`config.mk`:
```
export PLATFORM = sky130hd
export DESIGN_NAME = exhaustive_sweep_engine
export DESIGN_NICKNAME = d
export VERILOG_FILES = /design/src/rtl/exhaustive_sweep_engine.sv
export SDC_FILE = /design/constraint.sdc
export NUM_CORES = 1
export LEC_CHECK = 0
export BUFFER_PORTS_ARGS = -buffer_cell sky130_fd_sc_hd__clkbuf_2
export CORE_ASPECT_RATIO = 1.75
export CORE_MARGIN = 2
export CORE_UTILIZATION = 51
export CTS_CLUSTER_SIZE = 40
export DETAILED_ROUTE_END_ITERATION = 16
export PLACE_DENSITY = 0.81
export SYNTH_ARGS = -nofsm -noshare
export SYNTH_HDL_FRONTEND = slang
export SYNTH_SLANG_ARGS = --single-unit
```
`constraint.sdc`:
```
create_clock -name CK -period 2.95 [get_ports CK]
set_input_delay 0.1475 -clock CK [delete_from_list [all_inputs] [get_ports CK]]
set_output_delay 0.1475 -clock CK [all_outputs]
set_load 0.01 [all_outputs]
```
`src/rtl/exhaustive_sweep_engine.sv`:
```
// Exhaustive input sweep: drives every N_IN-bit pattern into a DUT, samples its response
// after SETTLE cycles and streams (pattern, response) records over valid/ready. MISR: SWEEP_MISR_EN.
module exhaustive_sweep_engine #(
    parameter int unsigned          N_IN   = 4,
    parameter int unsigned          OUT_W  = 1,
    parameter int unsigned          SETTLE = 1,
    parameter int unsigned          MISR_W = 16,
    parameter logic [MISR_W-1:0]    POLY   = 16'h1021
) (
    input  logic                CK,
    input  logic                reset,
    input  logic                start,
    input  logic                abort,
    output logic [N_IN-1:0]     pattern,
    input  logic [OUT_W-1:0]    dut_out,
    output logic                sample_valid,
    input  logic                sample_ready,
    output logic [N_IN-1:0]     sample_pattern,
    output logic [OUT_W-1:0]    sample_data,
    output logic                busy,
    output logic                done,
    output logic [MISR_W-1:0]   signature
);

    typedef enum logic [1:0] {
        S_IDLE,
        S_APPLY,
        S_CAPTURE,
        S_DONE
    } state_t;

    localparam logic [7:0] SETTLE_LD = 8'(SETTLE);

    state_t     state;
    state_t     state_nxt;
    logic [7:0] settle_cnt;
    logic       handshake;
    logic       last_pattern;
    logic       settled;

    assign handshake    = (state == S_CAPTURE) && sample_ready;
    assign last_pattern = &pattern;
    assign settled      = (settle_cnt <= 8'd1);

    always_ff @(posedge CK or negedge reset) begin
        if (!reset) begin
            state <= S_IDLE;
        end else begin
            state <= state_nxt;
        end
    end

    always_comb begin
        state_nxt    = state;
        busy         = 1'b0;
        sample_valid = 1'b0;
        done         = 1'b0;
        unique case (state)
            S_IDLE: begin
                if (start) state_nxt = S_APPLY;
            end
            S_APPLY: begin
                busy = 1'b1;
                if (settled) state_nxt = S_CAPTURE;
            end
            S_CAPTURE: begin
                busy         = 1'b1;
                sample_valid = 1'b1;
                if (sample_ready) state_nxt = last_pattern ? S_DONE : S_APPLY;
            end
            S_DONE: begin
                done      = 1'b1;
                state_nxt = S_IDLE;
            end
            default: state_nxt = S_IDLE;
        endcase
        // abort overrides everything, including a start seen in IDLE
        if (abort) state_nxt = S_IDLE;
    end

    always_ff @(posedge CK or negedge reset) begin
        if (!reset) begin
            pattern        <= '0;
            settle_cnt     <= '0;
            sample_pattern <= '0;
            sample_data    <= '0;
        end else if (abort) begin
            pattern <= '0;
        end else begin
            unique case (state)
                S_IDLE: begin
                    if (start) begin
                        pattern    <= '0;
                        settle_cnt <= SETTLE_LD;
                    end
                end
                S_APPLY: begin
                    settle_cnt <= settle_cnt - 8'd1;
                    if (settled) begin
                        sample_data    <= dut_out;
                        sample_pattern <= pattern;
                    end
                end
                S_CAPTURE: begin
                    if (sample_ready && !last_pattern) begin
                        pattern    <= pattern + 1'b1;
                        settle_cnt <= SETTLE_LD;
                    end
                end
                default: ;
            endcase
        end
    end

`ifdef SWEEP_MISR_EN
    logic [MISR_W-1:0] sig_q;

    always_ff @(posedge CK or negedge reset) begin
        if (!reset) begin
            sig_q <= '0;
        end else if (!abort) begin
            if (state == S_IDLE && start) begin
                sig_q <= '0;
            end else if (handshake) begin
                sig_q <= {sig_q[MISR_W-2:0], 1'b0}
                       ^ (sig_q[MISR_W-1] ? POLY : '0)
                       ^ MISR_W'(sample_data);
            end
        end
    end

    assign signature = sig_q;
`else
    assign signature = '0;
`endif

endmodule

```
# After elaboration in Yosys (flattened, before gate mapping)

Cells that the tools add are included.
Widths: inputs -> output; s select.

Bits in registers: 19
Input port bits: 6
Output and inout port bits: 28
Logic and storage cells: 45

Add/subtract/negate cells: 2
Magnitude comparators: 1
Equality and inequality tests: 9
Mux-type cells: 16
Bitwise logic cells: 1
Reductions and logical operators: 11

Operators with widths:

| kind                | count |
|---|---|
| $pmux 8 s3          | 1 |
| $mux 8              | 2 |
| $mux 4              | 3 |
| $mux 2              | 5 |
| $ne 3x3->1 const B  | 3 |
| $reduce_and 3->1    | 3 |
| $le 8x1->1 const B  | 1 |
| $pmux 2 s4          | 1 |
| $pmux 4 s2          | 1 |
| $reduce_and 4->1    | 2 |
| $sub 8x1->8 const B | 1 |
| $reduce_bool 3->1   | 2 |
| $add 4x1->4 const B | 1 |
| $eq 2x2->1 const B  | 2 |
| $mux 1              | 3 |
| $ne 3x2->1 const B  | 1 |
| $eq 2x1->1 const B  | 1 |
| $logic_not 2->1     | 1 |
| $ne 2x1->1 const B  | 1 |
| $ne 2x2->1 const B  | 1 |
| $reduce_or 2->1     | 1 |
| $logic_and 1x1->1   | 1 |
| $logic_not 1->1     | 1 |
| $not 1->1           | 1 |

# Logic depth before layout (Yosys ltp)

Gate-level depths: netlist of run 1.

Word-level depth: 6
Depth in mapped cells: 8
Depth with buffers taken out: 6

# Worst setup path before layout of run 1

Ideal clock, no wire load.

Kind: reg2reg
Start point: register settle_cnt[0]
End point: register sample_data
Setup time: 125 ps
Arrival: 1934 ps
Data required time: 2825 ps
Slack: 891 ps
Cell stages (with the launch flop): 8
Buffers on the path: 1
Period minus slack after synthesis: 2059 ps
Path through: dfrtp_1 inv_1 ha_1 nor2_1 or4_1 or3_1 buf_6 mux2_4

Word-level cells in the longest chain between the ends: 2

Ends and longest elaborated chain:

| element                           | line | RTL |
|---|---|---|
| start, declared                   | 36   | `logic [7:0] settle_cnt;` |
| start signal, assigned            | 98   | `settle_cnt <= settle_cnt - 8'd1;` |
| $le 8x1->1                        | 43   | `assign settled = (settle_cnt <= 8'd1);` |
| $reduce_and 3->1 (no source line) | -    |  |
| end signal, assigned              | 100  | `sample_data <= dut_out;` |
| end, declared                     | 19   | `output logic [OUT_W-1:0] sample_data,` |

No other way between the ends.
A chain may end at the register's enable or synchronous reset.

# Worst setup path in the final report of run 1

Start point: register settle_cnt[0]
End point: register sample_pattern[3]

Word-level cells in the longest chain between the ends: 2

Ends and longest elaborated chain:

| element                           | line | RTL |
|---|---|---|
| $le 8x1->1                        | 43   |  |
| $reduce_and 3->1 (no source line) | -    |  |
| end signal, assigned              | 101  | `sample_pattern <= pattern;` |
| end, declared                     | 18   | `output logic [N_IN-1:0] sample_pattern,` |

No other way between the ends.

==> summary.md, run 1 <==
| Metric | Value |
|---|---|
| Post-route DRC | `0` |
| Syn Std Cell Area | `around 1200 sq um` |
| Antenna viol nets, final | `0` |
| Startpoint Class | `flop` |
| CP max stage cell | `or4_1` |
| Critical path, cell by cell | `inv_1 -> ha_1 -> nor2_1 -> or4_1 -> or3_1 -> mux2_4` |
| Final Hold Viols | `0` |
| Clk_lat worst skew | `0.25 ns` |
| Relative slew margins | `0.5243` |
| PortBufs | `17` |
| Unrepaired setup endpoints after global routing | `false` |
| Gr usage total | `0.1979` |
| Row count | `23` |
| Cell area after layout | `between 1000 and 1500 sq um` |
| Pleak | `about 0.65 nW` |
| Pin count of the biggest net entering global routing | `20` |
| MaxCap Viol Count | `0` |
| I/O pins | `34` |
| CTS Buf Count | `3` |
| CP Data Required Time | `between 3 and 4 ns` |
| Area Growth Syn to Fin | `7.528%` |
| Placed Cells | `166` |
| Total iterations of the first detailed-routing run | `5` |
| Initial antenna violation count | `0` |
| P per Cell Area | `859.4 nW/um^2` |
| Setup crit end kind | `flop` |
| First-pass GRT wire length | `roughly 3800 um` |
| Most common cell after layout, fill and taps aside | `dfrtp_1` |
| Share of cells above drive strength 1 | `0.2123` |
| CTS max path bufs | `2` |
| Placed cell areas | `1267 sq um` |
| Avg WL per Cell | `roughly 15 um` |
| Vias/cell | `just under 6` |
| Nets | `approximately 160` |
| Slew Limit Fails | `0` |
| DP Wirelength | `1952 um` |
| Depth of the CTS H-tree | `1` |
| Cell variety after synth | `34` |
| Cells after Synth | `128` |
| CP arrival | `2.34 ns` |
| CP max FO | `7` |
| CTS tree | `done` |
| Worst Hold Class | `input port to flop` |
| CP peak stage delay | `0.48 ns` |
| TNS Setup | `0 ns` |
| Ys Warns | `0` |
| Peak VDD IR | `321.1 uV` |
| Final period utilization | `0.7440` |
| Area leader, netlist | `dfrtp_1` |
| Die Footprint | `2836 sq um` |
| Dpl ws | `0.7761 ns` |
| Post-synth EDFFs | `0` |
| Vias in the first global route | `874` |
| Post-synthesis area per instance | `9.609 sq um` |
| Drt total wl | `around 2600 um` |
| Starting density of the core | `0.5342` |
| Fin cells | `around 170` |
| Synth top area share | `0.3866` |
| Clock transition at path regs | `roughly 0.07 ns` |
| Register bit total from synthesis | `19` |
| Clk root buf | `clkbuf_8` |
| Die Y | `68.97 um` |
| Synth area leaders | `dfrtp_1 39%, buf_4 9.8%, ha_1 8.1%` |
| Commonest non-fill, non-tap cells in the layout | `19 x dfrtp_1, 17 x clkbuf_2, 16 x conb_1` |
| Setup Crit Path Kind | `flop to flop` |
| FMAX | `455.6 MHz` |
| Main synth FF type | `dfrtp_1` |
| GPL Wtd Cong | `about 0.86` |
| Iteration-0 DRC Markers | `27` |
| Status | `finished clean` |
| Min cycle time layout | `around 2.2 ns` |
| Worst-Margin Slew | `between 0.7 and 0.8 ns` |
| Vias | `1000` |
| Async S/R FF share, synth | `1.000` |
| Final design utilization | `0.5745` |
| Total Power | `1.137 mW` |
| CTS resizes | `0` |
| Total global routing overflow | `0` |
| # setup viols final | `0` |
| Hold WS | `0.1348 ns` |
| # diodes | `0` |
| CORE AREA | `between 2000 and 2500 sq um` |
| Sequential area share after synthesis | `0.3866` |
| Worst Skew | `~0.0014 ns` |
| Clk sinks | `19` |
| Final WS setup | `0.7551 ns` |
| Die width | `between 40 and 50 um` |
## kinds of logic (layout without fill, tap and decap cells)
| logic type | after synthesis | count (layout) | synth area share |
|---|---|---|---|
| other | 1 | 16 | 0.003049 |
| adder cells (fa/ha/maj) | 8 | 8 | 0.08139 |
| buffers and inverters | 27 | 30 | 0.1373 |
| multiplexers | 5 | 5 | 0.06104 |
| flip-flops | 19 | 19 | 0.3866 |
| AND/OR/NAND/NOR | 41 | 41 | 0.1943 |
| AO/OA/AOI/OAI | 27 | 27 | 0.1363 |
## layout make-up
type | count | area, sq um
Fill cell | 210 | 979.7
Inverter | 7 | 26.28
Tap cell | 25 | 31.28
Timing Repair Buffer | 19 | 102.6
Multi-Input combinational cell | 97 | 641.9
Clock buffer | 4 | 45.04
Sequential cell | 19 | 475.5
## worst paths after layout
path	endpoint	slack [ns]	startpoint	cells past startpoint
max	sample_pattern[3]	0.76	settle_cnt[0]	6
min	sample_data	0.13	dut_out	2
max reg2reg	sample_pattern[3]	0.76	settle_cnt[0]	6
min reg2reg	settle_cnt[4]	0.50	settle_cnt[4]	1
max in group asynchronous	sample_data	2.25	reset	2
min in group asynchronous	pattern[3]	0.38	reset	2
## what timing repair did
item                                    4_1_cts  5_1_grt
hold endpoints to repair                     19        0
setup buffers                                 0        0
endpoints found under the setup margin        0        0
hold buffers                                  1        0
## report_power, final
part	switching [mW]	internal [mW]
Sequential	0.0774	0.332
Combinational	0.316	0.230
Clock	0.0855	0.0961
Total	0.479	0.658
## synthesized netlist by cell type, types with 2 or more instances
cell type	count
nand2_1	4
nor3_1	2
clkbuf_1	3
inv_1	7
nand4_1	4
dfrtp_1	19
nor2b_1	2
a21oi_1	5
or4_1	4
nand3_1	4
or2_2	2
nand2b_1	5
nor2_1	7
nand3b_1	2
ha_1	8
o21ai_0	12
mux2_4	5
o41ai_1	2
buf_4	16
## layer usage
metal  global-route usage  up-vias  routed length, um
met5                    0        -                  0
met4               0.1008        0                 44
met3              0.03205        5                112
met2               0.3672       39               1437
met1               0.1919      495                960
li1                     -      461                  -
## sequential cells by signal, indices dropped and copies added (netlist names)
name / flops
pattern: 4
state: 2
settle_cnt: 8
sample_data: 1
sample_pattern: 4
## critical path, delay by kind of cell, from the launching register on
kind / cells / cell delay (ns)
adder cells (fa/ha/maj): 1 / 0.20
flip-flops: 1 / 0.44
multiplexers: 1 / 0.35
AND/OR/NAND/NOR: 3 / 1.01
buffers and inverters: 1 / 0.08
No activity file was read; power rests on OpenSTA's default activity.
==> inputs of run 2 (changes only) <==
- CORE_UTILIZATION: 51 -> 46
- PLACE_DENSITY: 0.81 -> 0.77
- clock period: 2.95 -> 1.9 ns (I/O delays scaled with it)
==> summary.md, run 2 (synthesis results as in run 1) <==
| Metric | Value |
|---|---|
| Sw Pwr | `slightly above 900 uW` |
| GPL Wtd Cong | `0.8546` |
| Sw frac | `0.3944` |
| R2R depth | `6` |
| Peak VDD IR | `743.7 uV` |
| # setup viols final | `6` |
| FF-to-FF End | `sample_pattern[2]` |
| Die width | `approximately 43 um` |
| Starting density of the core | `0.4876` |
| Worst Skew | `0.001009 ns` |
| Status | `complete, but fails checks` |
| Clk sinks | `19` |
| First-pass GRT wire length | `~4600 um` |
| Avg WL per Cell | `14.16 um` |
| Nets | `186` |
| CP Data Required Time | `2.05 ns` |
| # diodes | `0` |
| Row count | `24` |
| Met2 wire length | `1585 um` |
| MaxCap Viol Count | `0` |
| Unrepaired setup endpoints after global routing | `true` |
| CTS tree | `done` |
| I/O pins | `34` |
| Final WS setup | `-0.1262 ns` |
| Commonest non-fill, non-tap cells in the layout | `25 x buf_4, 19 x dfrtp_1, 17 x clkbuf_2` |
| Setup crit end | `sample_pattern[2]` |
| Final period utilization | `1.066` |
| Die Footprint | `3119 sq um` |
| P per Cell Area | `1465 nW/um^2` |
| Placed cell areas | `1429 sq um` |
| CTS max path bufs | `2` |
| Routed met3 length | `between 100 and 150 um` |
| Reg2reg start | `settle_cnt[1]` |
| Pin count of the biggest net entering global routing | `20` |
| Clk root buf | `clkbuf_8` |
| Largest reg by FF count | `settle_cnt` |
| Post-route DRC | `0` |
| Seq pwr share | `0.254` |
| Setup crit end kind | `flop` |
| Min cycle time layout | `slightly above 2 ns` |
| Crit. Startpoint | `settle_cnt[1]` |
| Initial antenna violation count | `0` |
| Share of cells above drive strength 1 | `0.4035` |
| CORE AREA | `~2500 sq um` |
| Antenna viol nets, final | `0` |
| FMAX | `roughly 500 MHz` |
| Total iterations of the first detailed-routing run | `4` |
| DP Wirelength | `2100 um` |
| Iteration-0 DRC Markers | `21` |
| Max FFs per register | `8` |
| CTS Buf Count | `3` |
| Worst Hold Class | `input port to flop` |
| Total global routing overflow | `0` |
| TNS Setup | `-0.6512 ns` |
| Highest Signal Layer | `met4` |
| Largest registers | `settle_cnt x8, pattern x4, sample_pattern x4` |
| Cell area after layout | `between 1500 and 2000 sq um` |
| Vias/cell | `5.538` |
| Most common cell after layout, fill and taps aside | `buf_4` |
| Vias in the first global route | `approximately 1.1k` |
| Clock transition at path regs | `about 0.070 ns` |
| Power share of the combinational group | `0.625` |
| Depth of the CTS H-tree | `1` |
| Final design utilization | `0.6295` |
| Pleak | `0.8070 nW` |
| Gr usage total | `0.1893` |
| Clk_lat worst skew | `0.26 ns` |
| Drt total wl | `2790 um` |
| Clock share of power | `0.121` |
| Total Power | `2.325 mW` |
| CP arrival | `2.17 ns` |
| Vias | `1091` |
| PortBufs | `17` |
| Pint | `1.408 mW` |
| Startpoint Class | `flop` |
| Hold depth | `2` |
| Area Growth Syn to Fin | `29.09%` |
| Wl on met1 | `988 um` |
| Final Hold Viols | `0` |
| Slew Limit Fails | `0` |
| Setup Crit Path Kind | `flop to flop` |
| Die Y | `72.40 um` |
| CP max FO | `5` |
| Failing checks | `setup timing` |
| Flop2flop setup slack | `-0.13 ns` |
run 2: cell type report:
cell class,count,area (sq um)
fillers,198,934.6
clock buffers,3,41.29
inverters,7,26.28
clock inverters,1,5.005
flip-flops and latches,19,475.5
repair buffers,44,294.0
well taps,26,32.53
multi-input cells,97,713.2
run 2: worst min path at each step:
stage	from	to	slack [ns]
2_1_floorplan	reset	pattern[0]	-0.20
3_3_place_gp	reset	settle_cnt[6]	0.06
3_5_place_dp	reset	sample_data	0.07
4_1_cts	dut_out	sample_data	0.07
5_1_grt	dut_out	sample_data	0.08
6_report	dut_out	sample_data	0.07
run 2: power groups by stage:
stage	registers, mW	logic [mW]	clock network, mW
finish	0.591	1.45	0.282
detailed placement	0.598	1.14	0
floorplan	0.621	0.663	0
CTS	0.588	1.28	0.289
global placement	0.586	1.09	0
global route	0.606	1.59	0.296
run 2: routing by layer:
layer  GRT usage  vias to the layer above
li1            -                      509
met1      0.1828                      531
met2      0.3549                       40
met3     0.02985                       11
met4      0.1178                        0
met5           0                        -
run 2: worst max-delay path, stage by stage (launching register included):
cell,delay (ns)
dfrtp_1,0.39
inv_2,0.09
ha_2,0.18
nor2_2,0.05
or4_1,0.49
or3_4,0.39
mux2_4,0.32
run 2: stage by stage:
step | instances | hold slack (ns) | worst slack, ns
CTS | 195 | 0.07347 | -0.09849
finish | 197 | 0.07413 | -0.1262
floorplan | 143 | -0.2006 | -0.1497
global route | 197 | 0.08062 | -0.1891
detailed placement | 188 | 0.06785 | -0.2019
global placement | 188 | 0.06090 | -0.1397
run 2: timing repair:
action                                  CTS  global route
gates resized for setup                   6            10
gates cloned                              0             0
hold buffers                              1             0
buffers inserted                          2             2
endpoints found under the setup margin    7            10
pin swaps                                 3             3
hold endpoints to repair                 19             0
